==> config.mk <==
export PLATFORM = sky130hd
export DESIGN_NAME = exec_stage_flat
export DESIGN_NICKNAME = d
export VERILOG_FILES = /design/src/rtl/exec_stage_if.sv /design/src/rtl/exec_stage.sv /design/src/flat_wrapper.sv
export SDC_FILE = /design/constraint.sdc
export NUM_CORES = 1
export LEC_CHECK = 0
export ABC_CLOCK_PERIOD_IN_PS = 9700
export CORE_ASPECT_RATIO = 1.2
export CORE_MARGIN = 2
export CORE_UTILIZATION = 65
export CTS_BUF_LIST = sky130_fd_sc_hd__clkbuf_8 sky130_fd_sc_hd__clkbuf_16
export DETAILED_ROUTE_END_ITERATION = 7
export PLACE_DENSITY = 0.9
export SLEW_MARGIN = 15
export SYNTH_ARGS = -nofsm -noshare
export SYNTH_HDL_FRONTEND = slang
export SYNTH_SLANG_ARGS = --single-unit
==> constraint.sdc <==
create_clock -name clk -period 9.7 [get_ports clk]
set_input_delay 2.425 -clock clk [delete_from_list [all_inputs] [get_ports clk]]
set_output_delay 2.425 -clock clk [all_outputs]
set_load 0.05 [all_outputs]
==> src/rtl/exec_stage_if.sv <==
// Operation issue and register-file write-back bus for the execute stage.
// The master drives the decoded operation; the slave returns ready and the write-back.
interface exec_stage_if #(
  parameter int DW = 8,
  parameter int AW = 4
);
  logic          valid_in;
  logic [3:0]    opcode;
  logic [DW-1:0] op_a;
  logic [DW-1:0] op_b;
  logic [AW-1:0] dest_in;
  logic          ready;
  logic          reg_wrt;
  logic [AW-1:0] dest;
  logic [DW-1:0] data;
  logic          zero_flag;
  logic          carry_flag;

  modport master (
    output valid_in, opcode, op_a, op_b, dest_in,
    input  ready, reg_wrt, dest, data, zero_flag, carry_flag
  );

  modport slave (
    input  valid_in, opcode, op_a, op_b, dest_in,
    output ready, reg_wrt, dest, data, zero_flag, carry_flag
  );
endinterface

==> src/rtl/exec_stage.sv <==
// Execute stage: single-cycle ALU ops (latency 1) plus iterative MUL/DIV (latency DW).
// Backpressure: ready drops for the whole MUL/DIV iteration and returns on its write-back edge.
module exec_stage #(
  parameter int DW = 8,
  parameter int AW = 4
) (
  input  logic      clk,
  input  logic      rst_n,
  exec_stage_if.slave bus
);
  localparam logic [0:0] IDLE = 1'b0;
  localparam logic [0:0] ITER = 1'b1;
  localparam int CW = $clog2(DW);
  localparam logic [CW-1:0] LAST = CW'(DW - 1);

  localparam logic [3:0] OP_ADD = 4'd0;
  localparam logic [3:0] OP_SUB = 4'd1;
  localparam logic [3:0] OP_AND = 4'd2;
  localparam logic [3:0] OP_OR  = 4'd3;
  localparam logic [3:0] OP_XOR = 4'd4;
  localparam logic [3:0] OP_SHL = 4'd5;
  localparam logic [3:0] OP_SHR = 4'd6;
  localparam logic [3:0] OP_MUL = 4'd7;
  localparam logic [3:0] OP_DIV = 4'd8;
  localparam logic [3:0] OP_MOV = 4'd9;

  logic [0:0]      state;
  logic [CW-1:0]   cnt;
  logic            is_div;
  logic [AW-1:0]   dest_r;
  logic [DW-1:0]   work_a;
  logic [DW-1:0]   work_b;
  logic [DW-1:0]   rem;
  logic [2*DW-1:0] prod;

  logic [DW-1:0]   alu_res;
  logic            alu_cy;
  logic            alu_wr;
  logic [DW:0]     ext;
  logic [2:0]      sh;

  logic [2*DW-1:0] mul_next;
  logic [DW:0]     div_sh;
  logic [DW:0]     div_diff;
  logic            div_ge;
  logic [DW-1:0]   rem_next;
  logic [DW-1:0]   quo_next;
  logic [DW-1:0]   fin_res;
  logic            fin_cy;

  logic            wb_fire;
  logic [DW-1:0]   wb_res;
  logic            wb_cy;
  logic [AW-1:0]   wb_dest;

  assign bus.ready = (state == IDLE);

  always_comb begin
    sh      = bus.op_b[2:0];
    ext     = '0;
    alu_res = '0;
    alu_cy  = 1'b0;
    alu_wr  = 1'b1;
    case (bus.opcode)
      OP_ADD: begin
        ext     = {1'b0, bus.op_a} + {1'b0, bus.op_b};
        alu_res = ext[DW-1:0];
        alu_cy  = ext[DW];
      end
      OP_SUB: begin
        alu_res = bus.op_a - bus.op_b;
        alu_cy  = (bus.op_a < bus.op_b);
      end
      OP_AND: alu_res = bus.op_a & bus.op_b;
      OP_OR:  alu_res = bus.op_a | bus.op_b;
      OP_XOR: alu_res = bus.op_a ^ bus.op_b;
      // One spare bit beside the operand catches the last bit shifted out.
      OP_SHL: begin
        ext     = {1'b0, bus.op_a} << sh;
        alu_res = ext[DW-1:0];
        alu_cy  = ext[DW];
      end
      OP_SHR: begin
        ext     = {bus.op_a, 1'b0} >> sh;
        alu_res = ext[DW:1];
        alu_cy  = ext[0];
      end
      OP_MOV: alu_res = bus.op_b;
      default: alu_wr = 1'b0;
    endcase
  end

  // MUL adds one shifted partial product per cycle; DIV shifts the quotient into work_a.
  always_comb begin
    mul_next = prod + (work_b[cnt] ? ({{DW{1'b0}}, work_a} << cnt) : '0);
    div_sh   = {rem, work_a[DW-1]};
    div_diff = div_sh - {1'b0, work_b};
    div_ge   = (div_sh >= {1'b0, work_b});
    rem_next = div_ge ? div_diff[DW-1:0] : div_sh[DW-1:0];
    quo_next = {work_a[DW-2:0], div_ge};
    if (is_div) begin
      fin_res = (work_b == '0) ? '1 : quo_next;
      fin_cy  = (work_b == '0);
    end else begin
      fin_res = mul_next[DW-1:0];
      fin_cy  = |mul_next[2*DW-1:DW];
    end
  end

  always_comb begin
    wb_fire = 1'b0;
    wb_res  = alu_res;
    wb_cy   = alu_cy;
    wb_dest = bus.dest_in;
    if (state == IDLE) begin
      wb_fire = bus.valid_in && alu_wr;
    end else if (cnt == LAST) begin
      wb_fire = 1'b1;
      wb_res  = fin_res;
      wb_cy   = fin_cy;
      wb_dest = dest_r;
    end
  end

  always_ff @(posedge clk or negedge rst_n) begin
    if (!rst_n) begin
      state          <= IDLE;
      cnt            <= '0;
      is_div         <= 1'b0;
      dest_r         <= '0;
      work_a         <= '0;
      work_b         <= '0;
      rem            <= '0;
      prod           <= '0;
      bus.reg_wrt    <= 1'b0;
      bus.dest       <= '0;
      bus.data       <= '0;
      bus.zero_flag  <= 1'b0;
      bus.carry_flag <= 1'b0;
    end else begin
      bus.reg_wrt <= wb_fire && (wb_dest != '0);
      if (wb_fire) begin
        bus.zero_flag  <= (wb_res == '0);
        bus.carry_flag <= wb_cy;
        // R0 is hard-wired zero: flags update but the bus keeps its last write.
        if (wb_dest != '0) begin
          bus.dest <= wb_dest;
          bus.data <= wb_res;
        end
      end
      if (state == IDLE) begin
        if (bus.valid_in && (bus.opcode == OP_MUL || bus.opcode == OP_DIV)) begin
          state  <= ITER;
          cnt    <= '0;
          is_div <= (bus.opcode == OP_DIV);
          dest_r <= bus.dest_in;
          work_a <= bus.op_a;
          work_b <= bus.op_b;
          rem    <= '0;
          prod   <= '0;
        end
      end else begin
        cnt <= cnt + 1'b1;
        if (is_div) begin
          work_a <= quo_next;
          rem    <= rem_next;
        end else begin
          prod <= mul_next;
        end
        if (cnt == LAST) state <= IDLE;
      end
    end
  end
endmodule

==> src/flat_wrapper.sv <==
// flat-port wrapper written by rule: the top's interface ports become plain ports
module exec_stage_flat 
#(
  parameter int DW = 8,
  parameter int AW = 4
)
  (clk, rst_n, bus_valid_in, bus_opcode, bus_op_a, bus_op_b, bus_dest_in, bus_ready, bus_reg_wrt, bus_dest, bus_data, bus_zero_flag, bus_carry_flag);
  exec_stage_if #(.DW(DW), .AW(AW)) bus_i ();
  input  logic clk;
  input  logic rst_n;
  input wire logic [$bits(bus_i.valid_in)-1:0] bus_valid_in;
  input wire logic [$bits(bus_i.opcode)-1:0] bus_opcode;
  input wire logic [$bits(bus_i.op_a)-1:0] bus_op_a;
  input wire logic [$bits(bus_i.op_b)-1:0] bus_op_b;
  input wire logic [$bits(bus_i.dest_in)-1:0] bus_dest_in;
  output wire logic [$bits(bus_i.ready)-1:0] bus_ready;
  output wire logic [$bits(bus_i.reg_wrt)-1:0] bus_reg_wrt;
  output wire logic [$bits(bus_i.dest)-1:0] bus_dest;
  output wire logic [$bits(bus_i.data)-1:0] bus_data;
  output wire logic [$bits(bus_i.zero_flag)-1:0] bus_zero_flag;
  output wire logic [$bits(bus_i.carry_flag)-1:0] bus_carry_flag;
  assign bus_i.valid_in = bus_valid_in;
  assign bus_i.opcode = bus_opcode;
  assign bus_i.op_a = bus_op_a;
  assign bus_i.op_b = bus_op_b;
  assign bus_i.dest_in = bus_dest_in;
  assign bus_ready = bus_i.ready;
  assign bus_reg_wrt = bus_i.reg_wrt;
  assign bus_dest = bus_i.dest;
  assign bus_data = bus_i.data;
  assign bus_zero_flag = bus_i.zero_flag;
  assign bus_carry_flag = bus_i.carry_flag;
  exec_stage #(.DW(DW), .AW(AW)) u_core (.clk(clk), .rst_n(rst_n), .bus(bus_i));
endmodule
### Yosys cells after proc, flatten, opt, wreduce, memory -nomap -nowiden

Cells that the tools add are included.

| operators by class | value |
|---|---|
| add/sub/neg operators | 5 |
| $lt $le $gt $ge | 3 |
| equal/unequal tests | 12 |
| shift-type cells | 3 |
| mux-type cells | 32 |
| bitwise gates (word level) | 4 |
| reductions and logical operators | 15 |

Operators with widths:

| operator | number |
|---|---|
| 8-bit two-way mux | 11 |
| 16-bit two-way mux | 4 |
| 8-bit one-hot mux with 8 select lines | 1 |
| 16-bit adder | 1 |
| 4-bit by 3-bit == test with 1-bit output (second input constant) | 4 |
| 8-bit zero test | 2 |
| 8-bit OR reduction | 2 |
| 8-bit by 3-bit left shift with 16-bit output | 1 |
| 8-bit subtractor | 2 |
| 1-bit two-way mux | 10 |
| 8-bit by 8-bit adder with 9-bit output | 1 |
| 9-bit by 8-bit >= comparator with 1-bit output | 1 |
| 8-bit by 3-bit left shift with 9-bit output | 1 |
| 9-bit by 3-bit >> shifter with 9-bit output | 1 |
| 8-bit AND | 1 |
| 4-bit by 2-bit == test with 1-bit output (second input constant) | 2 |
| 4-bit == test (second input constant) | 2 |
| 8-bit < comparator | 1 |
| 4-bit two-way mux | 2 |
| 8-bit OR | 1 |
| 2-bit AND reduction | 4 |
| 8-bit bitwise XOR | 1 |
| 3-bit two-way mux | 2 |
| 4-bit by 1-bit == test with 1-bit output (second input constant) | 1 |
| other kinds (12) | 15 |

| storage, ports and cells | value |
|---|---|
| bits in registers | 64 |
| input bits | 27 |
| output and inout bits | 16 |
| logic and storage cells | 87 |

### Depth between registers and ports, before layout

Gate-level depths: netlist of the first run.

| depth | value |
|---|---|
| depth after elaboration | 8 |
| mapped depth | 17 |
| mapped depth without buffers | 15 |

### Worst setup path before layout of the first run

OpenSTA, ideal clock, no wires.

| path | value |
|---|---|
| path kind | input-to-reg |
| from | in bus_op_b[2] |
| to | reg u_core.bus.zero_flag |
| setup time | 121 ps |
| arrival time | 4537 ps |
| data required time | 9579 ps |
| path slack | 5042 ps |
| stages on the path | 12 |
| path buffers | 2 |
| cell sequence | clkbuf_8 -> bufinv_8 -> ha_1 -> clkbuf_1 -> a211o_1 -> a311oi_1 -> o21ai_0 -> a21oi_1 -> nor4_1 -> o21ai_1 -> nor4_2 -> a22o_1 |

| on the way | value |
|---|---|
| word-level cells in the longest chain between the ends | 5 |
| elaborated cells between the ends (all ways) | 11 |

RTL lines:

| element | line | source |
|---|---|---|
| from (decl) | flat_wrapper.sv:14 | `input wire logic [$bits(bus_i.op_b)-1:0] bus_op_b;` |
| 8-bit subtractor, or another cell as far along | exec_stage.sv:71 | `alu_res = bus.op_a - bus.op_b;` |
| 8-bit one-hot mux with 8 select lines * | exec_stage.sv:64 | `case (bus.opcode)` |
| 8-bit two-way mux | exec_stage.sv:117 | `end else if (cnt == LAST) begin` |
| 8-bit two-way mux * | exec_stage.sv:115 | `if (state == IDLE) begin` |
| 8-bit zero test * | exec_stage.sv:143 | `bus.zero_flag <= (wb_res == '0);` |
| to (signal assigned) | exec_stage.sv:143 |  |
| to (decl) | exec_stage_if.sv:26 | `output ready, reg_wrt, dest, data, zero_flag, carry_flag` |

Every way passes the cells marked *; elsewhere a longest branch is shown, timed or not.
A chain may end at the register's enable or synchronous reset.

### Final worst setup path of the first run

| path | value |
|---|---|
| from | in bus_opcode[3] |
| to | reg u_core.prod[15] |

| on the way | value |
|---|---|
| word-level cells in the longest chain between the ends | 5 |
| elaborated cells between the ends (all ways) | 6 |

RTL lines:

| element | line | source |
|---|---|---|
| from (decl) | flat_wrapper.sv:12 | `input wire logic [$bits(bus_i.opcode)-1:0] bus_opcode;` |
| 4-bit by 3-bit == test with 1-bit output or 4-bit == test (tied branches) | exec_stage.sv:152 | `if (bus.valid_in && (bus.opcode == OP_MUL \|\| bus.opcode == OP_DIV)) begin` |
| 1-bit logical OR * | exec_stage.sv:152 |  |
| 1-bit logical AND * | exec_stage.sv:152 |  |
| 2-bit nonzero test (no line) * | - |  |
| 2-bit AND reduction (no line) * | - |  |
| to (signal assigned) | exec_stage.sv:168 | `prod <= mul_next;` |
| to (decl) | exec_stage.sv:34 | `logic [2*DW-1:0] prod;` |

Marks and branches as above.

==> results_dict.tcl, run 1 <==
set metrics [dict create \
    hpwl_mm 14.56 \
    fill_cells 719 \
    finClkSkew_ps 11.40 \
    layout_worst_path_cycle_share_pct 56.65 \
    final_cell_mix "70 x nand2_1, 64 x o21ai_0, 64 x dfrtp_1, 59 x nor2_1, 50 x ha_1" \
    vdd_drop_max_v 0.0002128 \
    switching_power_mw 0.9811 \
    netlist_instances 738 \
    path_clk_slew_ps 60 \
    cp-end-kind "flip-flop" \
    worstSkewPairLatency_ps 340 \
    core-area_um2 9515 \
    maxCapViolCount 0 \
    ys_ff_latch 64 \
    synth_xor_area_share_pct 2.201 \
    switching_share_pct 48.19 \
    wl_per_cell_um 22.37 \
    syn2layout_area_growth_pct 10.26 \
    min_path_type "flip-flop to flip-flop" \
    cts_buffer_depth 2 \
    cts_resized 0 \
    gp_congestion 1.014 \
    initial_core_util_pct 66.92 \
    ios 43 \
    cp-start-kind "primary input" \
    drtAntennaViolNets 0 \
    critical_path.most_common_cell "nand2b_1" \
    port_buffers 42 \
    ctsHoldBuffers 0 \
    post_cts_buffers 0 \
    synth_top_family_by_area "compound AO/OA/AOI/OAI gates" \
    drt-pass1-iter-count 5 \
    chipWidth_um 94.35 \
    fmax_mhz 182.0 \
    fin_util_pct 73.78 \
    final_common_cell "nand2_1" \
    grt_pass1_vias 6082 \
    drt-initial-drc-count 472 \
    grt_max_degree 65 \
    seq_area_frac_synth_pct 25.15 \
    place_ws_ps 4017 \
    synth_cell_type_count 88 \
    place_inst 865 \
    hold_viol 0 \
    ys_warn_count 0 \
    final_cells 881 \
    internal-power_mw 1.055 \
    slowest_delay_ps 960 \
    drive_gt1_share_pct 9.103 \
    power.density_nw_per_um2 290.0 \
    cts_tree "yes" \
    rows 39 \
    syn-num-nets 819 \
    die-area_um2 10610 \
    synth_ff_type "dfrtp_1" \
    cts_made_buffers 9 \
    drt-total-wl_mm 19.71 \
    cp.arrival_ps 5710 \
    die_h_um 112.4 \
    combPwrFrac_pct 57.4 \
    via_per_inst 6.941 \
    clock_sinks 64 \
    path_cells "clkdlybuf4s50_1, nand2b_1, o22ai_1, a21oi_1, nand2b_1, a211oi_1, a31oi_1, o21ai_1" \
    synth_enable_flop_cells 0 \
    vias 6115 \
    synthAdderAreaFrac_pct 11.08 \
    power_leakage_nw 3.105 \
    cp_max_fo 19 \
    htreeDepth 3 \
    layout_min_cycle_time_ps 5496 \
    async_flop_share_pct 100.0 \
    clock_power_share_pct 16.7 \
    syn_area_um2 6367 \
    status "finished clean" \
    setup_viol 0 \
    timing.final.ws_setup_ps 4204 \
    critical-path-slowest-cell "clkdlybuf4s50_1" \
    p_seq_share_pct 25.9 \
    relSlewSlack_pct 24.60 \
    synth_compound_area_share_pct 24.03 \
    cts-root-buf "clkbuf_16" \
    antenna_cells 0 \
    synth_area_per_cell_um2 8.628 \
    grt_usage_pct 38.72 \
    required_ps 9910 \
    muxShareOfSynthArea_pct 12.05 \
    maxSlewViolCount 0 \
    rsz0062_at_grt "false" \
    grt_pass1_wl_mm 31.62 \
    drc 0 \
    grt_antenna_before_repair 0 \
    worstMarginPinSlew_ps 1131 \
    nets 834 \
    gr-total-overflow 0 \
    fin_tns_setup_ps 0 \
    crit_type "primary input to flip-flop" \
    synth-simple-area-share_pct 18.51 \
]
==> power by group through the flow <==
stage | Clock (mW) | Sequential, mW | Combinational [mW]
final | 0.339 | 0.528 | 1.17
after global routing | 0.352 | 0.540 | 1.27
after CTS | 0.338 | 0.520 | 1.15
after detailed placement | 0 | 0.523 | 1.14
after global placement | 0 | 0.515 | 1.08
after floorplan | 0 | 0.541 | 0.819
==> critical path, delay by kind of cell <==
kind / cells / cell delay, ps
buf+inv: 1 / 960
simple gates: 2 / 870
compound gates: 5 / 1460
==> worst paths after layout <==
| check | startpoint | to | slack, ps | cells past startpoint |
|---|---|---|---|---|
| hold reg to reg | u_core.bus.dest[3] | u_core.bus.dest[3] | 480 | 2 |
| setup reg to reg | u_core.cnt[0] | u_core.bus.carry_flag | 5050 | 13 |
| max in group asynchronous | rst_n | u_core.dest_r[0] | 6880 | 2 |
| setup / recovery | bus_opcode[3] | u_core.prod[15] | 4200 | 8 |
| hold / removal | u_core.bus.dest[3] | u_core.bus.dest[3] | 480 | 2 |
| min in group asynchronous | rst_n | u_core.rem[2] | 2260 | 2 |
==> cell families (layout without fill, tap and decap cells) <==
| logic type | after synthesis | in the layout |
|---|---|---|
| simple gates | 231 | 231 |
| flops | 64 | 64 |
| xor+xnor | 16 | 16 |
| fa+ha+maj | 54 | 54 |
| buf+inv | 87 | 107 |
| compound gates | 228 | 228 |
| mux | 58 | 58 |
==> state kept, by name (all words and copies together) (netlist names), 3 cells and up <==
signal and flops:
u_core.bus.data 8, u_core.rem 8, u_core.cnt 3, u_core.work_a 8
u_core.prod 16, u_core.work_b 8, u_core.dest_r 4, u_core.bus.dest 4
==> stage by stage <==
stage	cell area (um^2)	hold slack, ps	power (mW)
detailed placement	6713	469.3	1.659
floorplan	6367	445.3	1.360
global placement	6713	464.6	1.599
global route	7020	514.9	2.166
finish	7020	480.0	2.036
CTS	7020	482.2	2.011
==> routing by layer <==
metal / global-route usage, % / up-vias / share of wire, %
met5: 0 / - / 0
met4: 22.51 / 0 / 6.3
met3: 5.235 / 94 / 6.8
met2: 66.76 / 344 / 50
met1: 45.54 / 2909 / 37
li1: - / 2768 / -
==> layout make-up <==
class                      instances  area (um^2)  share of cell area [%]
sequential                        64         1602                   22.81
tap                              123        153.9                   2.192
timing repair buffer              48        460.4                   6.559
clock buffer                      11        252.7                   3.600
multi-input combinational        587         4322                   61.56
inverter                          43        175.2                   2.495
clock inverter                     5        55.05                  0.7842
==> synthesized netlist by cell type, types with 6 or more instances <==
cell	number	area (um^2)
a21o_1	8	60.06
a22o_1	9	78.83
mux2_2	10	112.6
inv_1	40	150.1
o221ai_1	8	70.07
ha_1	50	625.6
o21ai_0	64	320.3
dfrtp_1	64	1602
mux4_2	10	225.2
o211ai_1	6	45.04
xnor2_1	10	87.58
xor2_1	6	52.55
o21bai_1	6	45.04
clkbuf_1	24	90.09
a211oi_1	8	60.06
a2111oi_0	8	70.07
nand2_1	70	262.8
nand3_1	16	80.08
nand2b_1	12	75.07
nor4_1	6	37.54
nor2_1	59	221.5
nor3_1	15	75.07
nor2b_1	9	56.30
mux2i_1	35	350.3
a21oi_1	47	235.2
No activity file was read; power rests on OpenSTA's default activity.
==> inputs of run 2 (changes only) <==
ABC_CLOCK_PERIOD_IN_PS = 5690   (was 9700)
CORE_UTILIZATION = 61   (was 65)
PLACE_DENSITY = 0.85   (was 0.9)
clock period = 5.69 ns   (was 9.7 ns; I/O delays follow)
==> run 2 against run 1 <==
  * Global-route usage is 3.8 points lower
  * Register-to-register slack worse by 3900 ps
  * Final cell count up 0.68%
  * Worst hold slack gained 0.90 ps
  * Count of clock-buffer cells in the layout did not move
  * Worst setup slack worse by 3100 ps
  * Combinational power up 69%
  * Clock skew shrank 6.5 ps
  * Sequential share of layout area shrank 0.15 points
  * Die area is 6.3% higher
  * Design area increased by 0.68%
  * Largest power group unchanged
==> results_dict.tcl, run 2 (synthesized netlist as in run 1, its figures left out) <==
set metrics [dict create \
    path_depth 13 \
    path_clk_slew_ps 50 \
    maxSlewViolCount 0 \
    setup_viol 0 \
    htreeDepth 3 \
    cts-root-buf "clkbuf_16" \
    r2r-start "u_core.cnt[1]" \
    rsz0062_at_grt "false" \
    cts_made_buffers 9 \
    cp.arrival_ps 4760 \
    critical-path-slowest-cell "dfrtp_1" \
    r2r-end "u_core.bus.carry_flag" \
    r2r_cells 13 \
    antenna_cells 0 \
    status "finished clean" \
    path_cells "mux4_2, nand2_1, and2_1, nor2_1, ha_1, a2111oi_0, a21oi_1, nand2_1, o21a_1, xnor2_1, or2_2, nor4_1, o211ai_1" \
    hold_path_end "u_core.bus.dest[3]" \
    fill_cells 817 \
    internal-power_mw 1.845 \
    relSlewSlack_pct 23.88 \
    fin_tns_setup_ps 0 \
    required_ps 5880 \
    regMostFlops "u_core.prod" \
    cts_resized 0 \
    finClkSkew_ps 4.943 \
    grt_usage_pct 34.96 \
    critical_path.most_common_cell "nand2_1" \
    post_cts_buffers 0 \
    critPathBufInv 0 \
    drt-pass1-iter-count 5 \
    die_h_um 115.9 \
    holdPathStages 2 \
    hpwl_mm 14.23 \
    power_leakage_nw 3.139 \
    core-area_um2 10110 \
    clock_sinks 64 \
    final_cell_mix "70 x nand2_1, 64 x o21ai_0, 64 x dfrtp_1, 59 x nor2_1, 50 x ha_1" \
    power.density_nw_per_um2 492.8 \
    p_total_mw 3.483 \
    crit_type "flip-flop to flip-flop" \
    clock_power_share_pct 17.3 \
    chipWidth_um 97.27 \
    cp-end-kind "flip-flop" \
    switching_power_mw 1.638 \
    layout_min_cycle_time_ps 4572 \
    syn2layout_area_growth_pct 11.00 \
    vias 6154 \
    path_delay_family "simple AND/OR/NAND/NOR gates" \
    layout_worst_path_cycle_share_pct 80.35 \
    drive_gt1_share_pct 9.330 \
    combPwrFrac_pct 56.9 \
    drt-initial-drc-count 508 \
    min_path_type "flip-flop to flip-flop" \
    nets 838 \
    port_buffers 42 \
    gr-total-overflow 0 \
    slowest_delay_ps 780 \
    initial_core_util_pct 62.98 \
    switching_share_pct 47.02 \
    die-area_um2 11280 \
    final_common_cell "nand2_1" \
    maxCapViolCount 0 \
    hold_viol 0 \
    r2r_slack_ps 1120 \
    gp_congestion 1.056 \
    grt_max_degree 65 \
    vdd_drop_max_v 0.0002893 \
    ctsHoldBuffers 0 \
    grt_pass1_vias 6198 \
    drtAntennaViolNets 0 \
    wl_per_cell_um 21.47 \
    ios 43 \
    cts_tree "yes" \
    worstMarginPinSlew_ps 1136 \
    grt_pass1_wl_mm 31.49 \
    p_seq_share_pct 25.7 \
    rows 40 \
    hold_start "u_core.bus.dest[3]" \
    fmax_mhz 218.7 \
    cp-start-kind "flip-flop" \
    cp_max_fo 20 \
    grt_antenna_before_repair 0 \
    via_per_inst 6.938 \
    cts_buffer_depth 2 \
    worstSkewPairLatency_ps 330 \
    drt-total-wl_mm 19.04 \
    drc 0 \
    largest_reg_flops 16 \
]
==> run 2: cell count changes in the layout (fill, tap and decap cells not counted), sizes merged <==
| cell | change |
|---|---|
| buf | +4 |
| clkinvlp | -2 |
| bufinv | +1 |
| clkinv | -1 |
| inv | +1 |
==> run 2: layout make-up <==
class                      count  area, um^2  share of cell area [%]
timing repair buffer          52       490.5                   6.939
tap                          126       157.7                   2.230
multi-input combinational    587        4322                   61.14
sequential                    64        1602                   22.66
clock buffer                  11       252.7                   3.576
inverter                      43       175.2                   2.478
clock inverter                 4       68.82                  0.9736
==> run 2: tightest hold or removal path: stages, from the launching register on <==
cell and delay (ps):
dfrtp_1 340, nand2_1 50, o21ai_0 60
==> run 2: power by group through the flow <==
stage	registers [mW]	clock network (mW)	logic (mW)
3_3_place_gp	0.878	0	1.85
5_1_grt	0.921	0.628	2.18
6_report	0.896	0.604	1.98
3_5_place_dp	0.891	0	1.93
4_1_cts	0.886	0.605	1.95
2_1_floorplan	0.922	0	1.40
==> run 2: stage by stage <==
step / hold slack, ps / util, % / std cells / cell area, um^2 / worst slack, ps
6_report: 480.9 / 69.91 / 887 / 7068 / 1118
5_1_grt: 508.5 / 69.91 / 887 / 7068 / 867.0
2_1_floorplan: 445.3 / - / 738 / 6367 / 2027
3_5_place_dp: 470.2 / 66.73 / 872 / 6746 / 1014
4_1_cts: 482.3 / 69.91 / 887 / 7068 / 1320
3_3_place_gp: 463.5 / 66.73 / 872 / 6746 / 1058
==> run 2: how the worst max path moves through the flow <==
stage                     slack, ps           from                     to
after floorplan                2030  u_core.cnt[1]  u_core.bus.carry_flag
after global placement         1060  bus_opcode[0]   u_core.bus.zero_flag
after detailed placement       1010    bus_op_a[0]   u_core.bus.zero_flag
after CTS                      1320  u_core.cnt[1]  u_core.bus.carry_flag
after global routing            870  u_core.cnt[1]  u_core.bus.carry_flag
final                          1120  u_core.cnt[1]  u_core.bus.carry_flag
==> run 2: routing by layer <==
metal  vias up  track usage (%)  wire length [um]
met1      2938            40.34              7097
met3        99            3.739              1146
met5         -                0                 0
met4         0            25.74              1398
li1       2782                -                 -
met2       335            60.79              9399
==> inputs of run 3 (changes only) <==
ABC_CLOCK_PERIOD_IN_PS = 4600   (was 5690)
clock period = 4.6 ns   (was 5.69 ns; I/O delays follow)
==> run 3 against run 2 <==
  * Sequential power rose by 16%
  * Via count grew 1.3%
  * Core utilization grew 1.3 points
==> results_dict.tcl, run 3 (synthesized netlist as in run 1, its figures left out) <==
set metrics [dict create \
    status "finished clean" \
    grt_antenna_before_repair 0 \
    grt_pass1_vias 6148 \
    grt_usage_pct 36.03 \
    critical_path.most_common_cell "nand2_1" \
    cts_tree "yes" \
    p_seq_share_pct 24.1 \
    chipWidth_um 97.27 \
    combPwrFrac_pct 59.8 \
    core-area_um2 10110 \
    cp.arrival_ps 4460 \
    r2r-end "u_core.bus.carry_flag" \
    drive_gt1_share_pct 11.64 \
    worstMarginPinSlew_ps 1141 \
    gr-total-overflow 0 \
    r2r_cells 13 \
    initial_core_util_pct 62.98 \
    relSlewSlack_pct 23.60 \
    ctsHoldBuffers 0 \
    largest_reg_flops 16 \
    critical-path-slowest-cell "nor4_1" \
    rsz0062_at_grt "false" \
    fin_util_pct 71.19 \
    vias 6234 \
    cp-end-kind "flip-flop" \
    slowest_delay_ps 550 \
    via_per_inst 6.866 \
    path_depth 13 \
    final_common_cell "nand2_1" \
    drt-initial-drc-count 458 \
    syn2layout_area_growth_pct 13.03 \
    drt-pass1-iter-count 5 \
    grt_max_degree 36 \
    maxCapViolCount 0 \
    fin_tns_setup_ps 0 \
    hold_viol 0 \
    power_leakage_nw 3.228 \
    die_h_um 115.9 \
    path_delay_family "simple AND/OR/NAND/NOR gates" \
    cp_max_fo 7 \
    drtAntennaViolNets 0 \
    cp-start-kind "flip-flop" \
    maxSlewViolCount 0 \
    cts-root-buf "clkbuf_16" \
    setup_viol 0 \
    layout_worst_path_cycle_share_pct 92.91 \
    antenna_cells 0 \
    layout_min_cycle_time_ps 4274 \
    internal-power_mw 2.255 \
    clock_power_share_pct 16.1 \
    power.density_nw_per_um2 597.3 \
    critPathBufInv 0 \
    path_cells "mux4_2, nand2_1, and2_1, nor2_1, ha_1, a2111oi_0, o21ai_0, nand2_1, o21a_1, xnor2_1, or2_2, nor4_1, o211ai_1" \
    hpwl_mm 15.43 \
    grt_pass1_wl_mm 31.99 \
    drc 0 \
    port_buffers 42 \
    drt-total-wl_mm 20.12 \
    finClkSkew_ps 8.759 \
    clock_sinks 64 \
    post_cts_buffers 0 \
    endpoint "u_core.bus.carry_flag" \
    timing.critical_path.from "u_core.work_b[1]" \
    fmax_mhz 234.0 \
    crit_type "flip-flop to flip-flop" \
    htreeDepth 3 \
    r2r-start "u_core.work_b[1]" \
    ios 43 \
    r2r_slack_ps 330 \
    holdWs_ps 476.2 \
    gp_congestion 1.127 \
    wl_per_cell_um 22.15 \
    switching_power_mw 2.044 \
    cts_buffer_depth 2 \
    required_ps 4780 \
    cts_resized 0 \
    switching_share_pct 47.55 \
    die-area_um2 11280 \
    vdd_drop_max_v 0.0003966 \
    cts_made_buffers 9 \
    nets 858 \
    path_clk_slew_ps 50 \
    regMostFlops "u_core.prod" \
    rows 40 \
    min_path_type "flip-flop to flip-flop" \
    final_cell_mix "70 x nand2_1, 64 x o21ai_0, 64 x dfrtp_1, 59 x nor2_1, 50 x ha_1" \
    worstSkewPairLatency_ps 330 \
    p_total_mw 4.299 \
    fill_cells 795 \
]
## run 3: cell count changes in the layout (fill, tap and decap cells not counted)
cell       previous run  this run
bufinv_16             2         1
inv_1                41        42
buf_4                10        30
clkinv_2              1         2
## run 3: worst min path at each step
stage                                  start  slack [ps]            endpoint  depth (start not counted)
after floorplan               u_core.prod[0]         450      u_core.prod[0]                          2
after global placement        u_core.prod[0]         460      u_core.prod[0]                          2
after detailed placement  u_core.bus.dest[1]         470  u_core.bus.dest[1]                          2
after CTS                 u_core.bus.dest[1]         480  u_core.bus.dest[1]                          2
after global routing      u_core.bus.dest[1]         510  u_core.bus.dest[1]                          2
final                     u_core.bus.dest[1]         480  u_core.bus.dest[1]                          2
## run 3: worst reg2reg max path, cell delays in order, from the launching register on
cell and delay (ps):
dfrtp_1 450, mux4_2 490, nand2_1 170, and2_1 300, nor2_1 110, ha_1 380, a2111oi_0 460, o21ai_0 220
nand2_1 230, o21a_1 200, xnor2_1 100, or2_2 310, nor4_1 550, o211ai_1 160
## run 3: layer usage
layer | wire [um] | track usage [%] | part of all wire (%)
met5 | 0 | 0 | 0
met1 | 7210 | 41.07 | 36
met3 | 1572 | 5.850 | 7.8
met2 | 9874 | 62.82 | 49
met4 | 1458 | 24.35 | 7.2
## run 3: cell type report
class	instances	area [um^2]	share of cell area (%)
inverters	43	175.2	2.434
multi-input cells	587	4322	60.05
clock buffers	11	252.7	3.512
repair buffers	72	640.6	8.901
flip-flops and latches	64	1602	22.25
well taps	126	157.7	2.191
clock inverters	5	47.55	0.6606
## run 3: power groups by stage
stage	clock (mW)	combinational, mW	sequential (mW)
after CTS	0.692	2.53	1.03
after global routing	0.717	2.80	1.07
after global placement	0	2.40	1.02
after floorplan	0	1.73	1.14
after detailed placement	0	2.50	1.04
final	0.692	2.57	1.04
## run 3: through the flow
stage	instance area (um^2)	cells	setup slack, ps
2_1_floorplan	6367	738	936.8
3_3_place_gp	6897	892	357.4
3_5_place_dp	6897	892	374.6
4_1_cts	7197	908	488.2
5_1_grt	7197	908	101.3
6_report	7197	908	326.2
